===== src/rtl/dds_tdm_cfg_sequencer.sv =====
// Config sequencer for the 2-channel TDM DDS: shadow/active phase regs,
// one AXI-Stream config packet per commit, and DDS sample channel tagging.
module dds_tdm_cfg_sequencer #(
  parameter int NUM_CH    = 2,
  parameter int CH_W      = 1,
  parameter int PHASE_W   = 16,
  parameter int APPLY_LAT = 12,
  parameter int DEF_PINC0 = 328,
  parameter int DEF_PINC1 = 3932,
  parameter int DEF_POFF  = 0
) (
  input  logic                 clk_200,
  input  logic                 rst,
  input  logic                 upd_valid,
  output logic                 upd_ready,
  input  logic [CH_W-1:0]      upd_ch,
  input  logic [PHASE_W-1:0]   upd_pinc,
  input  logic [PHASE_W-1:0]   upd_poff,
  input  logic                 commit,
  output logic [2*PHASE_W-1:0] cfg_tdata,
  output logic                 cfg_tvalid,
  input  logic                 cfg_tready,
  output logic                 cfg_tlast,
  input  logic                 dds_tvalid,
  output logic [CH_W-1:0]      ch_sel,
  output logic                 busy,
  output logic                 cfg_applied,
  output logic                 err_ch
);
  localparam int CNT_W =
    (APPLY_LAT < 1) ? 1 : $clog2(APPLY_LAT + 1);
  localparam logic [CH_W-1:0] LAST_CH = CH_W'(NUM_CH - 1);

  typedef enum logic [2:0] {
    S_INIT, S_IDLE, S_LOAD, S_SEND, S_WAIT
  } state_t;

  state_t             state;
  logic [PHASE_W-1:0] sh_pinc  [NUM_CH];
  logic [PHASE_W-1:0] sh_poff  [NUM_CH];
  logic [PHASE_W-1:0] act_pinc [NUM_CH];
  logic [PHASE_W-1:0] act_poff [NUM_CH];
  logic               pending;
  logic [CH_W-1:0]    idx;
  logic [CH_W-1:0]    idx_nxt;
  logic [CNT_W-1:0]   cnt;
  logic [31:0]        upd_ch_ext;
  logic               ch_ok;
  logic               upd_fire;

  assign upd_ch_ext = 32'(upd_ch);
  assign ch_ok      = upd_ch_ext < 32'(NUM_CH);
  assign upd_fire   = upd_valid && upd_ready;
  assign idx_nxt    = idx + CH_W'(1);

  always_ff @(posedge clk_200 or posedge rst) begin
    if (rst) begin
      for (int i = 0; i < NUM_CH; i++) begin
        sh_pinc[i] <= (i == 0) ? PHASE_W'(DEF_PINC0)
                               : PHASE_W'(DEF_PINC1);
        sh_poff[i] <= PHASE_W'(DEF_POFF);
      end
      err_ch <= 1'b0;
    end else begin
      err_ch <= upd_fire && !ch_ok;
      if (upd_fire && ch_ok) begin
        sh_pinc[upd_ch] <= upd_pinc;
        sh_poff[upd_ch] <= upd_poff;
      end
    end
  end

  // Packet words come from the active snapshot, so shadow
  // writes during SEND/WAIT cannot disturb a packet in flight.
  always_ff @(posedge clk_200 or posedge rst) begin
    if (rst) begin
      state       <= S_INIT;
      pending     <= 1'b1;
      idx         <= '0;
      cnt         <= '0;
      upd_ready   <= 1'b0;
      cfg_tvalid  <= 1'b0;
      cfg_tlast   <= 1'b0;
      cfg_tdata   <= '0;
      busy        <= 1'b0;
      cfg_applied <= 1'b0;
      for (int i = 0; i < NUM_CH; i++) begin
        act_pinc[i] <= '0;
        act_poff[i] <= '0;
      end
    end else begin
      cfg_applied <= 1'b0;
      if (commit) pending <= 1'b1;
      unique case (state)
        S_INIT: begin
          upd_ready <= 1'b1;
          state     <= S_IDLE;
        end
        S_IDLE: begin
          if (pending) begin
            busy  <= 1'b1;
            state <= S_LOAD;
          end
        end
        S_LOAD: begin
          for (int i = 0; i < NUM_CH; i++) begin
            act_pinc[i] <= sh_pinc[i];
            act_poff[i] <= sh_poff[i];
          end
          if (!commit) pending <= 1'b0;
          idx        <= '0;
          cfg_tvalid <= 1'b1;
          cfg_tdata  <= {sh_poff[0], sh_pinc[0]};
          cfg_tlast  <= (LAST_CH == '0);
          state      <= S_SEND;
        end
        S_SEND: begin
          if (cfg_tready) begin
            if (idx == LAST_CH) begin
              cfg_tvalid <= 1'b0;
              cfg_tlast  <= 1'b0;
              cnt        <= CNT_W'(APPLY_LAT);
              state      <= S_WAIT;
            end else begin
              idx       <= idx_nxt;
              cfg_tdata <= {act_poff[idx_nxt],
                            act_pinc[idx_nxt]};
              cfg_tlast <= (idx_nxt == LAST_CH);
            end
          end
        end
        S_WAIT: begin
          if (cnt <= CNT_W'(1)) begin
            cfg_applied <= 1'b1;
            busy        <= 1'b0;
            state       <= S_IDLE;
          end else begin
            cnt <= cnt - CNT_W'(1);
          end
        end
        default: state <= S_INIT;
      endcase
    end
  end

  // DDS emits channels in fixed TDM order; config never re-aligns it.
  always_ff @(posedge clk_200 or posedge rst) begin
    if (rst) begin
      ch_sel <= '0;
    end else if (dds_tvalid) begin
      ch_sel <= (ch_sel == LAST_CH) ? '0 : ch_sel + CH_W'(1);
    end
  end

endmodule

===== config.mk =====
export PLATFORM = sky130hd
export DESIGN_NAME = dds_tdm_cfg_sequencer
export DESIGN_NICKNAME = d
export VERILOG_FILES = /design/src/rtl/dds_tdm_cfg_sequencer.sv
export SDC_FILE = /design/constraint.sdc
export NUM_CORES = 1
export LEC_CHECK = 0
export CORE_ASPECT_RATIO = 1.5
export CORE_MARGIN = 1.5
export CORE_UTILIZATION = 30
export DETAILED_ROUTE_END_ITERATION = 6
export GPL_ROUTABILITY_DRIVEN = 0
export PLACE_DENSITY = 0.56
export SKIP_LAST_GASP = 1
export SLEW_MARGIN = 5
export SYNTH_ARGS = -nofsm -noshare
export SYNTH_HDL_FRONTEND = slang
export SYNTH_SLANG_ARGS = --single-unit

===== constraint.sdc =====
create_clock -name clk_200 -period 5.1 [get_ports clk_200]
set_clock_uncertainty 0.15 [all_clocks]
set_input_delay 0.51 -clock clk_200 [delete_from_list [all_inputs] [get_ports clk_200]]
set_output_delay 0.51 -clock clk_200 [all_outputs]
set_load 0.1 [all_outputs]

==> results.py <==
metrics = {
    "outcome": {
        "status": "complete, no violations",
    },
    "synth": {
        "synth_edf_count": 0,
        "synthCells": 554,
        "yosys.area.top_type": "dfrtp_1",
        "synth.distinct_cells": 41,
        "synthFlopType": "dfrtp_1",
        "ys_ff_latch": 175,
        "yosys-top-cells-area": "dfrtp_1 (54%), mux2_2 (13%), mux2_4 (7.5%)",
        "synthArstFlopShare_pct": 100.0,
        "synth.avg_cell_area_sq_um": 13.65,
        "synth_area_sq_um": 7562,
        "synthesis.nets": 595,
        "yosysSeqAreaShare_pct": 58.11,
        "synth_top_area_share_pct": 53.94,
        "ys.warnings.count": 0,
    },
    "layout": {
        "final_area_sq_um": 9081,
        "fin_util_pct": 36.38,
        "final_cell_mix": "dfrtp_1 (162), mux2_2 (90), clkdlybuf4s50_1 (76)",
        "nNetsFinal": 661,
        "drive_gt1_share_pct": 29.91,
        "final_common_cell": "dfrtp_1",
        "areaGrowthSynthToFinish_pct": 20.09,
        "fin_cells": 960,
        "diodes": 0,
    },
    "clock_tree": {
        "root_buffer": "clkbuf_16",
        "cts_buffer_depth": 2,
        "cts.sinks": 175,
        "cts_hold_buf": 0,
        "cts-resized-gates": 0,
        "path_clk_slew_ns": 0.06,
        "h-tree-depth": 4,
        "cts_tree": "built",
        "clock_latency_ns": 0.43,
        "post_cts_buffers": 0,
        "cts_buffers": 17,
    },
    "global_routing": {
        "grt_max_degree": 146,
        "grt_usage_pct": 12.54,
        "antenna_found_initial": 0,
        "gr-total-overflow": 0,
        "grt_pass1_vias": 4740,
        "grt_pass1_wl_microns": 25410,
    },
    "sta": {
        "min_period_over_period_pct": 52.23,
        "slew_headroom_pct": 29.73,
        "post-route-min-period_ns": 2.664,
        "tns_ns": 0,
        "worst_pin_slew_ns": 1.053,
        "rsz0062_at_grt": "no",
        "max_freq_ghz": 0.3754,
        "setup_violations": 0,
        "final-hold-violation-count": 0,
        "maxSlewViolCount": 0,
    },
    "critical_path": {
        "ff2ff_path_depth": 4,
        "path_buf_inv": 1,
        "cp-start-kind": "flop",
        "crit_chain": "clkdlybuf4s50_1",
        "r2r_end": "act_pinc[29]",
        "worstPathRequired_ns": 4.44,
        "critPathMaxStageDelay_ns": 1.17,
        "crit_fanout": 4,
        "critical_path_class": "flop to output port",
        "crit_arrival_ns": 2.00,
        "critPathCaptureType": "output port",
        "critical-path-top-delay-family": "buffers and inverters",
        "reg2reg_slack_ns": 2.45,
        "critPathSlowestCell": "clkdlybuf4s50_1",
        "r2r_start": "state[1]",
    },
    "drt": {
        "viasPerCell": 4.584,
        "vias": 4401,
        "first_iter_violations": 151,
        "drc": 0,
        "wl_microns": 15370,
        "ant_nets": 0,
        "routedWlPerCell_microns": 16.01,
        "drtPass1Iterations": 4,
    },
    "power_and_ir_drop": {
        "p_per_area_nw_per_um2": 712.2,
        "ir_drop_mv": 0.3375,
        "p_leak_nw": 3.879,
        "p_total_mw": 6.468,
    },
    "placement": {
        "io_buffers": 76,
        "place_inst": 929,
        "hpwlAfterDp_microns": 9330,
        "placed_area_sq_um": 8473,
    },
    "hold_path": {
        "min_to": "ch_sel",
        "hold_path.class": "flop to flop",
        "worstHoldStart": "ch_sel",
        "min_path_cells": 1,
    },
    "die": {
        "initial_utilization_pct": 30.29,
        "die-area_sq_um": 26190,
        "io_pins": 78,
        "die_width_microns": 132.6,
        "rows": 71,
        "core-area_sq_um": 24960,
        "die_h_microns": 197.5,
    },
    "job": {
        "maxCapViolations": 0,
    },
}
-- stage by stage --
stage,setup slack (ns),hold WS (ns)
after floorplan,2.211,0.3142
final,2.436,0.3218
after CTS,2.422,0.3279
after detailed placement,2.311,0.3214
after global placement,2.299,0.3042
after global routing,2.334,0.3507
-- synth_stat cells, drive strengths merged, types with 3 or more instances --
| cell | n |
|---|---|
| dfstp | 12 |
| nand2 | 37 |
| a21oi | 33 |
| mux2 | 128 |
| mux2i | 32 |
| o21ai | 38 |
| inv | 4 |
| dfrtp | 163 |
| nor2 | 36 |
| nand3 | 4 |
| buf | 35 |
| nor3 | 3 |
| nand2b | 4 |
-- final cells by class --
class                           count  area [sq um]
Clock buffer                       23         478.0
Clock inverter                      8         130.1
Fill cell                        2424         15880
Inverter                            4         18.77
Multi-Input combinational cell    340          2830
Sequential cell                   175          4395
Tap cell                          328         410.4
Timing Repair Buffer               82         818.3
-- registers in the layout, indices dropped and copies added (netlist names), 3 cells and up --
| register | count |
|---|---|
| act_pinc | 32 |
| act_poff | 32 |
| state | 3 |
| sh_poff | 32 |
| cnt | 4 |
| sh_pinc | 32 |
| cfg_tdata | 32 |
-- routing by layer --
| layer | vias up | wire [microns] | GRT usage [%] |
|---|---|---|---|
| li1 | 2058 | - | - |
| met1 | 2258 | 6658 | 15.09 |
| met2 | 67 | 8009 | 21.72 |
| met3 | 18 | 456 | 2.848 |
| met4 | 0 | 248 | 4.965 |
| met5 | - | 0 | 0 |
-- kinds of logic after synthesis --
| family | Yosys count | synth area share, % |
|---|---|---|
| AOI/OAI and AO/OA | 82 | 6.039 |
| xor gates and xnor gates | 1 | 0.1158 |
| adders and majority gates | 2 | 0.3309 |
| buffers and inverters | 39 | 4.550 |
| DFF | 175 | 58.11 |
| muxes | 160 | 25.18 |
| other | 1 | 0.04959 |
| and+or+nand+nor | 94 | 5.625 |
-- power by group --
part           internal, mW  leakage [nW]  switching (mW)
combinational          1.10          1.52            1.81
sequential             1.90          2.07           0.313
clock                 0.811         0.291           0.535
-- how the worst max path moves through the flow --
stage | start | to | depth (start not counted)
4_1_cts | upd_ready | upd_ready | 1
6_report | upd_ready | upd_ready | 1
2_1_floorplan | rst | act_pinc[0] | 1
3_5_place_dp | upd_valid | sh_poff[6] | 3
3_3_place_gp | upd_valid | sh_pinc[14] | 3
5_1_grt | state[1] | act_pinc[29] | 4
Power figures use the tool's default switching activity.
